==> src/rtl/wb_pkg.sv <==
// Shared widths and the buffered-writeback entry type for the writeback arbiter.
package wb_pkg;
    localparam int REG_AW = 5;
    localparam int DATA_W = 32;

    typedef struct packed {
        logic [REG_AW-1:0] rd;
        logic [DATA_W-1:0] wdata;
    } wb_entry_t;
endpackage

==> src/rtl/wb_fifo.sv <==
// Small FIFO holding long-latency writeback results; the head is readable
// combinationally so a pop can write the register file in the same cycle.
module wb_fifo
    import wb_pkg::*;
#(
    parameter int DEPTH = 2
) (
    input  logic                   Clk,
    input  logic                   reset,
    input  logic                   push,
    input  wb_entry_t              push_data,
    input  logic                   pop,
    output logic                   full,
    output logic                   empty,
    output wb_entry_t              head,
    output logic [$clog2(DEPTH):0] count
);
    localparam int AW = $clog2(DEPTH);
    localparam logic [AW:0] DEPTH_C = (AW+1)'(DEPTH);

    wb_entry_t         r_mem [DEPTH];
    logic [AW-1:0]     r_wr_ptr;
    logic [AW-1:0]     r_rd_ptr;
    logic [AW:0]       r_count;
    logic              w_do_push;
    logic              w_do_pop;

    assign full      = (r_count == DEPTH_C);
    assign empty     = (r_count == '0);
    assign count     = r_count;
    assign head      = r_mem[r_rd_ptr];
    assign w_do_push = push && !full;
    assign w_do_pop  = pop && !empty;

    // Storage carries no reset; validity is tracked by the pointers alone.
    always_ff @(posedge Clk) begin
        if (w_do_push) begin
            r_mem[r_wr_ptr] <= push_data;
        end
    end

    always_ff @(posedge Clk or posedge reset) begin
        if (reset) begin
            r_wr_ptr <= '0;
            r_rd_ptr <= '0;
            r_count  <= '0;
        end else begin
            if (w_do_push) begin
                r_wr_ptr <= r_wr_ptr + 1'b1;
            end
            if (w_do_pop) begin
                r_rd_ptr <= r_rd_ptr + 1'b1;
            end
            case ({w_do_push, w_do_pop})
                2'b10:   r_count <= r_count + 1'b1;
                2'b01:   r_count <= r_count - 1'b1;
                default: r_count <= r_count;
            endcase
        end
    end
endmodule

==> src/rtl/wb_arbiter.sv <==
// Register-file write port arbiter: pipeline writeback versus buffered long-latency
// results, with starvation stall. Optional pending-register bitmap under WB_SCOREBOARD_EN.
module wb_arbiter
    import wb_pkg::*;
#(
    parameter int FIFO_DEPTH = 2,
    parameter int STARVE_MAX = 8
) (
    input  logic              Clk,
    input  logic              reset,
    input  logic              p_we,
    input  logic [REG_AW-1:0] p_rd,
    input  logic [DATA_W-1:0] p_wdata,
    input  logic              l_valid,
    input  logic [REG_AW-1:0] l_rd,
    input  logic [DATA_W-1:0] l_wdata,
    output logic              l_ready,
    output logic              RegWr,
    output logic [REG_AW-1:0] RD,
    output logic [DATA_W-1:0] WData,
    output logic              p_stall
`ifdef WB_SCOREBOARD_EN
    ,
    input  logic              iss_valid,
    input  logic [REG_AW-1:0] iss_rd,
    output logic [31:0]       pend
`endif
);
    localparam int SW = $clog2(STARVE_MAX + 1);
    localparam logic [SW-1:0] STARVE_TOP  = SW'(STARVE_MAX);
    localparam logic [SW-1:0] STARVE_LAST = SW'(STARVE_MAX - 1);

    logic                         w_busy;
    logic                         w_pop;
    logic                         w_push;
    logic                         w_full;
    logic                         w_empty;
    logic                         w_fifo_idle;
    wb_entry_t                    w_head;
    wb_entry_t                    w_push_data;
    logic [$clog2(FIFO_DEPTH):0]  w_count;

    logic [SW-1:0]                r_starve;
    logic                         r_stall;
    logic                         r_pop_d;

    assign w_busy      = p_we && (p_rd != '0) && !r_stall;
    assign w_pop       = !reset && !w_busy && !w_empty;
    assign l_ready     = !reset && !w_full;
    assign w_push      = l_valid && l_ready && (l_rd != '0);
    assign w_push_data = '{rd: l_rd, wdata: l_wdata};
    assign w_fifo_idle = (w_count == '0);
    assign p_stall     = r_stall;

    wb_fifo #(
        .DEPTH(FIFO_DEPTH)
    ) u_fifo (
        .Clk      (Clk),
        .reset    (reset),
        .push     (w_push),
        .push_data(w_push_data),
        .pop      (w_pop),
        .full     (w_full),
        .empty    (w_empty),
        .head     (w_head),
        .count    (w_count)
    );

    always_comb begin
        RegWr = 1'b0;
        RD    = '0;
        WData = '0;
        if (!reset) begin
            if (w_busy) begin
                RegWr = 1'b1;
                RD    = p_rd;
                WData = p_wdata;
            end else if (!w_empty) begin
                RegWr = 1'b1;
                RD    = w_head.rd;
                WData = w_head.wdata;
            end
        end
    end

    // The stall drops one edge after the first pop it forces, so a second
    // buffered entry still drains ahead of the held pipeline write.
    always_ff @(posedge Clk or posedge reset) begin
        if (reset) begin
            r_starve <= '0;
            r_stall  <= 1'b0;
            r_pop_d  <= 1'b0;
        end else begin
            r_pop_d <= w_pop;
            if (w_pop || w_fifo_idle) begin
                r_starve <= '0;
            end else if (r_starve < STARVE_TOP) begin
                r_starve <= r_starve + 1'b1;
            end
            if (r_pop_d) begin
                r_stall <= 1'b0;
            end else if (!w_pop && !w_fifo_idle && (r_starve == STARVE_LAST)) begin
                r_stall <= 1'b1;
            end
        end
    end

`ifdef WB_SCOREBOARD_EN
    logic [31:0] r_pend;
    logic [31:0] w_pend_next;

    always_comb begin
        w_pend_next = r_pend;
        if (w_pop) begin
            w_pend_next[w_head.rd] = 1'b0;
        end
        if (iss_valid && (iss_rd != '0)) begin
            w_pend_next[iss_rd] = 1'b1;
        end
        w_pend_next[0] = 1'b0;
    end

    always_ff @(posedge Clk or posedge reset) begin
        if (reset) begin
            r_pend <= '0;
        end else begin
            r_pend <= w_pend_next;
        end
    end

    assign pend = r_pend;
`endif
endmodule
==> config.mk <==
export PLATFORM = sky130hd
export DESIGN_NAME = wb_arbiter
export DESIGN_NICKNAME = d
export VERILOG_FILES = /design/src/rtl/wb_pkg.sv /design/src/rtl/wb_fifo.sv /design/src/rtl/wb_arbiter.sv
export SDC_FILE = /design/constraint.sdc
export NUM_CORES = 1
export LEC_CHECK = 0
export CORE_ASPECT_RATIO = 0.6
export CORE_MARGIN = 3
export CORE_UTILIZATION = 46
export CTS_CLUSTER_DIAMETER = 50
export DETAILED_ROUTE_END_ITERATION = 6
export GPL_TIMING_DRIVEN = 0
export HOLD_SLACK_MARGIN = 0.03
export PLACE_DENSITY = 0.77
export SLEW_MARGIN = 20
export SYNTH_ARGS = -nofsm -noshare
export SYNTH_HDL_FRONTEND = slang
export SYNTH_SLANG_ARGS = --single-unit
==> constraint.sdc <==
create_clock -name Clk -period 3.1 [get_ports Clk]
set_input_delay 0.62 -clock Clk [delete_from_list [all_inputs] [get_ports Clk]]
set_output_delay 0.62 -clock Clk [all_outputs]
set_load 0.1 [all_outputs]
==> results of run 1 <==
## placed cells by master (no fill, tap or decap), types with 2 or more instances in the layout
cell type / n
mux2i_1: 36
dfrtp_1: 10
buf_8: 12
mux2_2: 2
clkinv_2: 2
o211a_4: 12
buf_2: 4
nor2_1: 6
clkdlybuf4s50_1: 74
ha_1: 2
buf_12: 12
o211a_1: 22
xnor2_1: 4
a32o_1: 2
clkbuf_1: 2
buf_16: 2
dlygate4sd2_1: 5
nor2_4: 2
edfxtp_1: 74
buf_4: 13
xor2_1: 3
clkbuf_16: 9
o22ai_1: 2
bufinv_16: 2
buf_6: 20
nand2_1: 34
inv_1: 4
## sequential cells by signal, summed over array words and instances, names as in the netlist
name / count
r_pop_d: 1
r_starve: 4
u_fifo.r_wr_ptr: 1
p_stall: 1
u_fifo.count: 2
u_fifo.r_mem: 74
u_fifo.r_rd_ptr: 1
## power groups by stage
stage	combinational, W	sequential [W]	clock, W
2_1_floorplan	0.00160	0.00151	0
3_3_place_gp	0.00213	0.00151	0
3_5_place_dp	0.00218	0.00151	0
4_1_cts	0.00243	0.00149	0.00112
5_1_grt	0.00255	0.00151	0.00117
6_report	0.00243	0.00150	0.00110
## area by class of cell
type                       count  share of cell area
buffer                        14              0.0222
clock buffer                  10              0.0395
clock inverter                 5              0.0134
inverter                       4             0.00259
multi-input combinational    141               0.214
sequential                    84               0.426
tap                          104              0.0224
timing repair buffer         130               0.260
## worst max-delay path, cell delays in order
cell	delay (ps)
dlygate4sd2_1	250
or4_4	550
o21ai_4	200
buf_6	160
bufbuf_16	260
o211a_1	190
buf_12	180
## per-layer routing
layer | track usage | up-vias | share of wire
met5 | 0 | - | 0
met4 | 0.0609 | 0 | 0.015
met3 | 0.0920 | 13 | 0.085
met2 | 0.337 | 102 | 0.46
met1 | 0.280 | 1237 | 0.44
li1 | - | 1227 | -
## logic make-up after synthesis
group,synth area share
multiplexers,0.104
flip-flops,0.671
XOR/XNOR,0.0166
AO/OA/AOI/OAI,0.117
AND/OR/NAND/NOR,0.0594
buffers and inverters,0.0248
adder cells (fa/ha/maj),0.00679
## repair_timing
item / 4_1_cts / 5_1_grt
setup endpoints to repair: 39 / 20
resized for setup: 319 / 1
setup buffers: 9 / 1
pin swaps: 7 / 1
cloned: 1 / 0
## through the flow
step	TNS [ps]	hold slack, ps	total power [W]	area (µm²)	utilization
final	0	445	0.00503	5800	0.773
after global routing	-13.1	487	0.00523	5800	0.773
after CTS	0	448	0.00504	5790	0.772
after detailed placement	-41950	441	0.00370	5130	0.683
after global placement	-79480	432	0.00364	5060	0.675
after floorplan	-18720	424	0.00311	3760	-
## worst min-delay path by stage
stage | startpoint | end | slack [ps] | depth (start not counted)
after global placement | r_pop_d | p_stall | 430 | 1
after CTS | r_pop_d | p_stall | 450 | 1
final | r_pop_d | p_stall | 450 | 1
after global routing | r_pop_d | p_stall | 490 | 1
after floorplan | r_pop_d | p_stall | 420 | 1
after detailed placement | r_pop_d | p_stall | 440 | 1
==> results.md, run 1 <==
- Syn nets: 323
- Average wire per standard cell: 18.8 µm
- Clock buffer depth: 2
- Synth Instances: 243
- Later-pin clock latency in the skew report: 330 ps
- Ys async rst share: 0.119
- Die footprint: 9160 µm²
- CP endpoint: WData[13]
- GRT Total Usage: 0.215
- Run status: complete, no violations
- Peak supply drop: 504 µV
- H-tree levels: 3
- Residual DRC: 0
- Final WL: 9230 µm
- Final setup margin: 53.0 ps
- Critical path launch point: p_rd[4]
- Post-synthesis register bit count: 84
- I/O pins: 118
- Clock share of power: 0.219
- Count of cell types in the netlist: 29
- Vias per cell: 5.24
- Dominant synthesized flop cell: edfxtp_1
- Reg area: 2470 µm²
- CTS tree: yes
- Cell area power density: 867 nW/µm²
- Share of cells above drive strength 1: 0.260
- Cell internal pwr: 0.00299 W
- GPL Wtd Cong: 0.803
- Dpl hpwl: 5900 µm
- Max cap viols: 0
- CTS Buf Count: 9
- Vias in the first global route: 2734
- Ant diodes: 0
- Die span in x: 122 µm
- Minimum clock period: 3050 ps
- Initial core utilization: 0.491
- Final ANT Viol Nets: 0
- Final Skew: 4.13 ps
- P_leak: 2.38 nW
- Antenna violations before repair: 0
- Cts hold-fix bufs: 0
- Req. time, crit path: 2480 ps
- FF-to-FF path depth: 5
- Dominant cell type by area after synthesis: edfxtp_1
- Final hold violations: 0
- Cell Count, Final, Fillers Out: 492
- Sequential-to-total area share from yosys stat: 0.671
- Synth top area cells: edfxtp_1, mux2i_1, o211a_1
- Remaining Overflow, GRT: 0
- Final setup fails: 0
- CTS clk-pin slew, worst paths: 60 ps
- Worst reg2reg startpoint: u_fifo.count[0]
- Post-synth top cells: edfxtp_1, mux2i_1, nand2_1, o211a_1
- Net switching power: 0.00205 W
- Post-Syn Area: 3680 µm²
- Final #Nets: 464
- Post-synth EDFFs: 74
- R2r setup slk: 920 ps
- Chip height: 75.3 µm
- Via count: 2579
- Crit path arrival time: 2430 ps
- Area Overhead vs Synth: 57.5%
- Reg2reg end: u_fifo.r_mem[1][12]
- Worst-Margin Slew: 974 ps
- Sw Ratio: 0.406
- Ys Warns: 0
- Slew Limit Headroom: 0.349
- CP endpoint kind: output pin
- Detailed Routing Iterations Pass 1: 4
- RSZ-0062 raised after global routing: yes
- Critical path fanouts, max: 5
- Gate power share: 0.484
- Initial detailed-routing violation count: 137
- Sink Count: 84
- Worst setup path class: input pin to output pin
- Root buffer cell: clkbuf_16
- First-pass GRT wire length: 14400 µm
- Startpoint Class: input pin
- Hold/Removal Path Class: register to register
- Setup WS pre-CTS: -1200 ps
- Fill cells: 469
- Max-slew violation count: 0
- Average size of a mapped cell: 15.2 µm²
- Core box area: 7510 µm²
- Cell with the most instances after synthesis: edfxtp_1
- Row count: 24
- Placed cells: 466
- Fmax: 0.328 GHz
- Flop pwr share: 0.298
- Buffers on Ports: 117
- Post-synth top area share: 0.603
- Final period util: 0.983
- Multi-input combinational cell area: 1240 µm²
- Largest net degree at the start of global routing: 20
Note: power is estimated with default switching activity, not from simulation.
==> run 2: changes to the inputs <==
==> constraint.sdc (replaced) <==
create_clock -name Clk -period 3.3 [get_ports Clk]
set_input_delay 0.66 -clock Clk [delete_from_list [all_inputs] [get_ports Clk]]
set_output_delay 0.66 -clock Clk [all_outputs]
set_load 0.1 [all_outputs]
==> results.md, run 2 (synthesized netlist as in run 1, its figures left out) <==
- Core box area: 7510 µm²
- Final setup margin: 80.4 ps
- Row count: 24
- Worst-Margin Slew: 970 ps
- Clock share of power: 0.223
- Later-pin clock latency in the skew report: 330 ps
- Fmax: 0.311 GHz
- Initial detailed-routing violation count: 129
- Worst setup path class: input pin to output pin
- Largest net degree at the start of global routing: 23
- FF-to-FF path depth: 5
- Setup WS pre-CTS: -1070 ps
- H-tree levels: 3
- Initial core utilization: 0.491
- Residual DRC: 0
- Final instance area: 5680 µm²
- Final ANT Viol Nets: 0
- Root buffer cell: clkbuf_16
- Die span in x: 122 µm
- GRT Total Usage: 0.206
- Cts hold-fix bufs: 0
- Critical path fanouts, max: 8
- Final setup fails: 0
- Slew Limit Headroom: 0.351
- Flop pwr share: 0.301
- Buffers on Ports: 117
- Area Overhead vs Synth: 54.3%
- Hold Slack: 519 ps
- Final Power: 0.00469 W
- Reg with most FFs: u_fifo.r_mem
- Minimum clock period: 3220 ps
- Final #Nets: 463
- P_leak: 2.35 nW
- Via count: 2574
- Final hold violations: 0
- Max-slew violation count: 0
- First-pass GRT wire length: 14000 µm
- Most frequent cells in the layout: clkdlybuf4s50_1, edfxtp_1, mux2i_1
- CP endpoint kind: output pin
- Die footprint: 9160 µm²
- Share of cells above drive strength 1: 0.260
- Final WL: 9230 µm
- Chip height: 75.3 µm
- Crit path arrival time: 2560 ps
- Startpoint Class: input pin
- Net switching power: 0.00192 W
- Final period util: 0.976
- Cell area power density: 824 nW/µm²
- Peak supply drop: 496 µV
- Remaining Overflow, GRT: 0
- Detailed Routing Iterations Pass 1: 4
- Sink Count: 84
- Sw Ratio: 0.409
- Hold/Removal Path Class: register to register
- Antenna violations before repair: 0
- Vias in the first global route: 2726
- Run status: complete, no violations
- Average wire per standard cell: 18.8 µm
- Gate power share: 0.476
- Cell internal pwr: 0.00277 W
- Req. time, crit path: 2640 ps
- Max cap viols: 0
- Dpl hpwl: 6210 µm
- Clock buffer depth: 2
- Hold path cells: 1
- Max reg flops: 74
- Ant diodes: 0
- GPL Wtd Cong: 0.815
- Setup TNS: 0 ps
- I/O pins: 118
- CTS tree: yes
- CTS Buf Count: 9
- CTS clk-pin slew, worst paths: 60 ps
- Vias per cell: 5.23
- Final Skew: 9.99 ps
- Placed inst area: 5070 µm²
- RSZ-0062 raised after global routing: no
==> run 2: cell count changes in the layout (fill, tap and decap cells not counted), moves of 3 or more <==
cell            before  now
buf_6               20   35
buf_8               12    0
o211a_2              0    8
o211a_4             12    5
buf_4               13    9
dlygate4sd2_1        5    2
dlymetal6s2s_1       0    3
==> run 2: per-layer routing <==
layer,GRT usage,wire [µm],vias to the layer above
met5,0,0,-
met4,0.0596,54,0
met3,0.0682,870,4
met2,0.341,4320,110
met1,0.266,3980,1239
li1,-,-,1221
==> run 2: critical path, cell delays in order <==
cell,delay (ps)
dlygate4sd2_1,250
or4_4,560
o21ai_4,250
buf_6,140
a21oi_4,60
buf_12,170
buf_6,130
o211a_1,150
buf_12,170
==> run 2: final cells by class <==
cell class	count	area, µm²
Clock inverter	5	77.6
Fill cell	491	1820
Buffer	14	111
Timing Repair Buffer	129	1460
Sequential cell	84	2470
Clock buffer	11	233
Inverter	4	15.0
Multi-Input combinational cell	141	1190
Tap cell	104	130
==> run 2: stage by stage <==
stage | instances | utilization
after floorplan | 243 | -
after global placement | 464 | 0.666
after detailed placement | 466 | 0.675
after CTS | 490 | 0.740
after global routing | 492 | 0.757
final | 492 | 0.757
==> run 2: worst paths after layout <==
| check | start | to | slack, ps |
|---|---|---|---|
| worst max register to register | u_fifo.count[0] | u_fifo.r_mem[1][25] | 1180 |
| worst min-delay path | r_pop_d | p_stall | 520 |
| max in group asynchronous | reset | r_starve[2] | 2020 |
| worst max-delay path | p_rd[0] | WData[12] | 80 |
| min in group asynchronous | reset | u_fifo.count[1] | 930 |
| worst min register to register | r_pop_d | p_stall | 520 |
==> run 2: what timing repair did <==
item | in CTS | in global routing
setup buffers | 6 | 1
gates resized for setup | 288 | 24
cloned | 2 | 1
endpoints found under the setup margin | 38 | 38
pin swaps | 4 | 5
==> run 2: power groups by stage <==
stage	Clock [W]	Combinational [W]	Sequential (W)
2_1_floorplan	0	0.00147	0.00142
3_3_place_gp	0	0.00197	0.00142
3_5_place_dp	0	0.00203	0.00143
4_1_cts	0.00106	0.00215	0.00141
5_1_grt	0.00110	0.00234	0.00142
6_report	0.00105	0.00223	0.00141
